==> config.mk <==
export PLATFORM = sky130hd
export DESIGN_NAME = borrow_lookahead_subtractor_seq
export DESIGN_NICKNAME = d
export VERILOG_FILES = /design/src/rtl/borrow_lookahead_subtractor_seq.sv
export SDC_FILE = /design/constraint.sdc
export NUM_CORES = 1
export LEC_CHECK = 0
export BUFFER_PORTS_ARGS = -buffer_cell sky130_fd_sc_hd__buf_2
export CORE_AREA = 4 4 73 75
export DETAILED_ROUTE_END_ITERATION = 12
export DIE_AREA = 0 0 77 79
export GPL_TIMING_DRIVEN = 0
export HOLD_SLACK_MARGIN = 0.1
export PLACE_DENSITY_LB_ADDON = 0.2
export SYNTH_ARGS = -nofsm -noshare
export SYNTH_HDL_FRONTEND = slang
export SYNTH_SLANG_ARGS = --single-unit
==> constraint.sdc <==
create_clock -name clk -period 3.1 [get_ports clk]
set_clock_uncertainty 0.2 [all_clocks]
set_input_delay 0.465 -clock clk [delete_from_list [all_inputs] [get_ports clk]]
set_output_delay 0.465 -clock clk [all_outputs]
set_load 0.1 [all_outputs]
==> src/rtl/borrow_lookahead_subtractor_seq.sv <==
`default_nettype none
// ============================================================================
// Module   : borrow_lookahead_subtractor_seq
// Purpose  : Multi-cycle a - b - b_in, one 4-bit borrow-lookahead slice per
//            clock, with valid/ready handshakes. Macro BLS_OVF_EN builds ovf.
// Revision : 1.0 - initial release
// ============================================================================
module borrow_lookahead_subtractor_seq #(
  parameter int WIDTH = 16
) (
  input  logic             clk,
  input  logic             rst,
  input  logic             in_valid,
  output logic             in_ready,
  input  logic [WIDTH-1:0] a,
  input  logic [WIDTH-1:0] b,
  input  logic             b_in,
  output logic             out_valid,
  input  logic             out_ready,
  output logic [WIDTH-1:0] diff,
  output logic             b_out,
  output logic             ovf
);

  localparam int N  = WIDTH / 4;
  localparam int CW = (N > 1) ? $clog2(N) : 1;

  typedef enum logic [1:0] {
    S_IDLE = 2'd0,
    S_RUN  = 2'd1,
    S_DONE = 2'd2
  } state_t;

  state_t           state_q, state_d;
  logic [CW-1:0]    cnt_q, cnt_d;
  logic [WIDTH-1:0] a_q, a_d;
  logic [WIDTH-1:0] b_q, b_d;
  logic             br_q, br_d;
  logic [WIDTH-1:0] diff_q, diff_d;
  logic             b_out_q, b_out_d;

  logic [CW+1:0]    slice_lo;
  logic [3:0]       sa, sb, g, p, d;
  logic [4:0]       br;
  logic             last_slice;

  assign slice_lo   = {cnt_q, 2'b00};
  assign sa         = a_q[slice_lo +: 4];
  assign sb         = b_q[slice_lo +: 4];
  assign last_slice = (cnt_q == CW'(N - 1));

  for (genvar i = 0; i < 4; i++) begin : g_bit
    assign g[i] = ~sa[i] & sb[i];
    assign p[i] = ~(sa[i] ^ sb[i]);
    assign d[i] = sa[i] ^ sb[i] ^ br[i];
  end

  // Flattened lookahead: every slice borrow depends only on g, p and br0.
  assign br[0] = br_q;
  assign br[1] = g[0] | (p[0] & br[0]);
  assign br[2] = g[1] | (p[1] & g[0]) | (p[1] & p[0] & br[0]);
  assign br[3] = g[2] | (p[2] & g[1]) | (p[2] & p[1] & g[0])
               | (p[2] & p[1] & p[0] & br[0]);
  assign br[4] = g[3] | (p[3] & g[2]) | (p[3] & p[2] & g[1])
               | (p[3] & p[2] & p[1] & g[0])
               | (p[3] & p[2] & p[1] & p[0] & br[0]);

  always_comb begin
    state_d = state_q;
    cnt_d   = cnt_q;
    a_d     = a_q;
    b_d     = b_q;
    br_d    = br_q;
    diff_d  = diff_q;
    b_out_d = b_out_q;
    case (state_q)
      S_IDLE: begin
        if (in_valid) begin
          a_d     = a;
          b_d     = b;
          br_d    = b_in;
          cnt_d   = '0;
          state_d = S_RUN;
        end
      end
      S_RUN: begin
        diff_d[slice_lo +: 4] = d;
        br_d                  = br[4];
        cnt_d                 = cnt_q + CW'(1);
        if (last_slice) begin
          b_out_d = br[4];
          state_d = S_DONE;
        end
      end
      S_DONE: begin
        if (out_ready) state_d = S_IDLE;
      end
      default: state_d = S_IDLE;
    endcase
  end

  always_ff @(posedge clk) begin
    if (rst) begin
      state_q <= S_IDLE;
      cnt_q   <= '0;
      a_q     <= '0;
      b_q     <= '0;
      br_q    <= 1'b0;
      diff_q  <= '0;
      b_out_q <= 1'b0;
    end else begin
      state_q <= state_d;
      cnt_q   <= cnt_d;
      a_q     <= a_d;
      b_q     <= b_d;
      br_q    <= br_d;
      diff_q  <= diff_d;
      b_out_q <= b_out_d;
    end
  end

`ifdef BLS_OVF_EN
  logic ovf_q, ovf_d;

  // Overflow uses the MSB of the slice being written, not the stale register.
  always_comb begin
    ovf_d = ovf_q;
    if (state_q == S_RUN && last_slice)
      ovf_d = (a_q[WIDTH-1] != b_q[WIDTH-1]) & (d[3] != a_q[WIDTH-1]);
  end

  always_ff @(posedge clk) begin
    if (rst) ovf_q <= 1'b0;
    else     ovf_q <= ovf_d;
  end

  assign ovf = ovf_q;
`else
  assign ovf = 1'b0;
`endif

  assign in_ready  = (state_q == S_IDLE);
  assign out_valid = (state_q == S_DONE);
  assign diff      = diff_q;
  assign b_out     = b_out_q;

endmodule
`default_nettype wire

==> metrics.log <==
INFO  metric residual_overflow_from_global_routing = 0
INFO  metric hold_path_startpoint = b[0]
INFO  metric synth.area.top_cells = dfxtp_1 (45%), nand2_1 (12%), a21oi_1 (7.9%), mux4_2 (7.5%), ha_1 (5.2%)
INFO  metric final_util = 0.610
INFO  metric postSynth.topFlopCell = dfxtp_1
INFO  metric pwr-share-clk = 0.266
INFO  metric synth_area_per_cell = 8.79 µm²
INFO  metric number_of_enable_flip_flop_cells_after_synthesis = 0
INFO  metric drc_errors = 0
INFO  metric grt_first_pass_wirelength = 9270 µm
INFO  metric reg2reg_to = diff[6]
INFO  metric timing_worst_slew_pin_value = 500 ps
INFO  metric fillerInstances = 435
INFO  metric launch_instance_of_the_worst_register_to_register_path = cnt_q[0]
INFO  metric timing.hold.worst_endpoint = b_q[0]
INFO  metric kind_of_cell_adding_the_most_delay_to_the_critical_path = multiplexers
INFO  metric area_growth = 18.0%
INFO  metric cts_sinks = 54
INFO  metric number_of_buffers_inserted_during_clock_tree_synthesis = 5
INFO  metric grt_setup_unrepaired = false
INFO  metric detail_route.wirelength = 5430 µm
INFO  metric antenna_cells = 0
INFO  metric report.final.hold_viol_count = 0
INFO  metric synthesis.nets = 322
INFO  metric post_cts.repair.setup_buffers = 0
INFO  metric reg2reg_setup_slack = 280 ps
INFO  metric proportion_of_layout_cells_with_a_drive_suffix_above_1 = 0.243
INFO  metric h-tree-depth = 2
INFO  metric detailedPlace.worstSlack = -7.53 ps
INFO  metric cp-end-kind = flop
INFO  metric power_leakage = 1.19 nW
INFO  metric port_buffers = 54
INFO  metric detailedRoute.firstIterationViolations = 149
INFO  metric combPwrFrac = 0.211
INFO  metric startpoint_type = flop
INFO  metric post_synth_inst_count = 274
INFO  metric min_period_over_period = 0.910
INFO  metric p_sw_frac = 0.291
INFO  metric insertion_delay = 300 ps
INFO  metric max-clock-path-buffers = 2
INFO  metric synth-seq-cells = 54
INFO  metric ys.warnings.count = 0
INFO  metric setup-violations-final = 0
INFO  metric slew_headroom = 0.667
INFO  metric seq_area_frac_synth = 0.449
INFO  metric grt_pass1_vias = 2010
INFO  metric clk_pin_slew = 90 ps
INFO  metric synth_top_cell_by_area = dfxtp_1
INFO  metric crit_required = 3070 ps
INFO  metric wl_per_cell = 14.0 µm
INFO  metric maxClockFrequency = 354 MHz
INFO  metric drt_pass1_iterations = 4
INFO  metric globalplace.congestion = 0.794
INFO  metric internal_dissipation = 1.01 mW
INFO  metric cts.root.buffer_cell = clkbuf_8
INFO  metric fin_nets = 383
INFO  metric num_vias = 2040
INFO  metric crit_path_max_fanout = 10
INFO  metric crit_path_cell_trace = buf_4 > mux4_2 > ha_1 > a211oi_1 > nor2_1 > xor2_1 > o31ai_1
INFO  metric timing.critical_path.slowest_stage_cell = mux4_2
INFO  metric count_of_maximum_capacitance_violations = 0
INFO  metric floorplan.initialDensity = 0.517
INFO  metric setup_tns = 0 ps
INFO  metric timing.critical_path.buf_inv = 1
INFO  metric chipWidth = 77 µm
INFO  metric synthDominantCellAreaShare = 0.449
INFO  metric ios = 57
INFO  metric critical_path.max_stage_delay = 590 ps
INFO  metric yosysUniqueCellTypes = 30
INFO  metric timing.final.max_slew_violations = 0
INFO  metric total_power_divided_by_cell_area = 503 nW/µm²
INFO  metric hpwlAfterDp = 4080 µm
INFO  metric grt_use_total = 0.191
INFO  metric share_seq_of_total_power = 0.523
INFO  metric placement_rows = 25
INFO  metric status = finished clean
INFO  metric drt-vias-per-instance = 5.26
INFO  metric grt_max_degree = 15
INFO  metric final_antenna_net_count = 0
INFO  metric ff2ff_path_depth = 7
INFO  metric hold_path.class = in2reg
INFO  metric post-route-worst-setup-slack = 278 ps
INFO  metric die_height = 79 µm
INFO  metric p_total = 1.43 mW
INFO  metric crit_arrival = 2790 ps
INFO  metric holdPathStages = 3
INFO  metric dieArea = 6080 µm²
INFO  metric design.core.area = 4660 µm²
INFO  metric synthArstFlopShare = 0
INFO  metric postCtsHoldBufs = 0
INFO  metric criticalPathCategory = reg2reg
INFO  metric finalWorstPathRequiredPeriod = 2820 ps
INFO  metric ir_drop = 0.224 mV
INFO  metric power.switching = 0.416 mW
INFO  metric tritoncts_clock_tree = yes
INFO  metric synth_area = 2410 µm²
INFO  metric grt_antenna_before_repair = 0
synthesized netlist by cell type, types with 2 or more instances:
library cell and instances:
nand2_1 74, dfxtp_1 54, a21oi_1 38, nor2_1 14, clkbuf_1 11, ha_1 10, nand3b_1 10, a2bb2oi_1 8
mux4_2 8, inv_1 7, o31ai_1 7, buf_2 6, nand2b_1 5, a211oi_1 2, nand3_1 2, nor2b_1 2
o21ai_0 2, xor2_1 2
worst max path at each step:
| stage | slack [ps] | end | cells past startpoint | startpoint |
|---|---|---|---|---|
| after global routing | 60 | diff[7] | 7 | cnt_q[0] |
| after CTS | 90 | diff[11] | 7 | cnt_q[0] |
| after global placement | 40 | diff[11] | 7 | cnt_q[0] |
| after floorplan | 330 | a_q[10] | 5 | state_q[0] |
| after detailed placement | -8 | diff[11] | 7 | cnt_q[0] |
| final | 280 | diff[6] | 7 | cnt_q[0] |
kinds of logic after synthesis:
family | after synthesis | synth area share
AO/OA/AOI/OAI | 61 | 0.155
flip-flops | 54 | 0.449
multiplexers | 8 | 0.0748
XOR/XNOR | 3 | 0.0109
AND/OR/NAND/NOR | 111 | 0.206
adder cells (fa/ha/maj) | 11 | 0.0602
buffers and inverters | 25 | 0.0436
other | 1 | 0.00156
cell type report:
type,instances,area (µm²),share of cell area
Clock buffer,6,82.6,0.0290
Inverter,7,26.3,0.00924
Sequential cell,54,1080,0.381
Buffer,18,82.6,0.0290
Multi-Input combinational cell,195,1230,0.433
Tap cell,54,67.6,0.0238
Timing Repair Buffer,54,270,0.0951
state kept, by name, indices dropped and copies added (netlist names):
register  count
b_out         1
state_q       2
diff         16
a_q          16
cnt_q         2
b_q          16
br_q          1
metrics by stage:
| step | hold WS [ps] | instances | instance area, µm² |
|---|---|---|---|
| 2_1_floorplan | 233 | 274 | 2410 |
| 3_3_place_gp | 239 | 382 | 2750 |
| 3_5_place_dp | 243 | 382 | 2750 |
| 4_1_cts | 185 | 388 | 2830 |
| 5_1_grt | 179 | 388 | 2840 |
| 6_report | 188 | 388 | 2840 |
per-layer routing:
metal  part of all wire  wire length (µm)  vias to the layer above  global-route usage
met4              0.014                76                        0              0.0747
met1               0.48              2580                      935               0.254
li1                   -                 -                     1049                   -
met5                  0                 0                        -                   0
met3              0.054               295                        6              0.0533
met2               0.46              2480                       50               0.295
placed cells by master (no fill, tap or decap), drive strengths merged:
master   instances
nor2            14
mux4             8
clkbuf          17
nand2           74
nor2b            2
conb             1
a211oi           2
inv              7
o31ai            8
and2             1
and4bb           1
nand2b           5
o21bai           1
xor2             2
or4              1
nand3b          10
o21ai            2
dfxtp           54
ha              10
a221oi           1
buf             61
a21oi           38
fa               1
nand3            2
nand4            1
o22ai            1
xnor2            1
a2bb2oi          8
worst register-to-register path, stage by stage (launching register included):
cell and delay [ps]:
dfxtp_2 430, buf_4 270, mux4_2 590, ha_1 300, a211oi_1 300, nor2_1 100
xor2_1 390, o31ai_1 120
power groups by stage:
stage	Clock, mW	Combinational (mW)	Sequential [mW]
2_1_floorplan	0	0.191	0.789
3_3_place_gp	0	0.293	0.764
3_5_place_dp	0	0.298	0.765
4_1_cts	0.393	0.299	0.749
5_1_grt	0.420	0.334	0.754
6_report	0.380	0.302	0.749
repair_timing:
| action | in CTS | in global routing |
|---|---|---|
| pin swaps | 0 | 0 |
| gates cloned | 0 | 0 |
| gates resized for setup | 1 | 4 |
| setup endpoints to repair | 3 | 8 |
(Power assumes the default switching activity.)
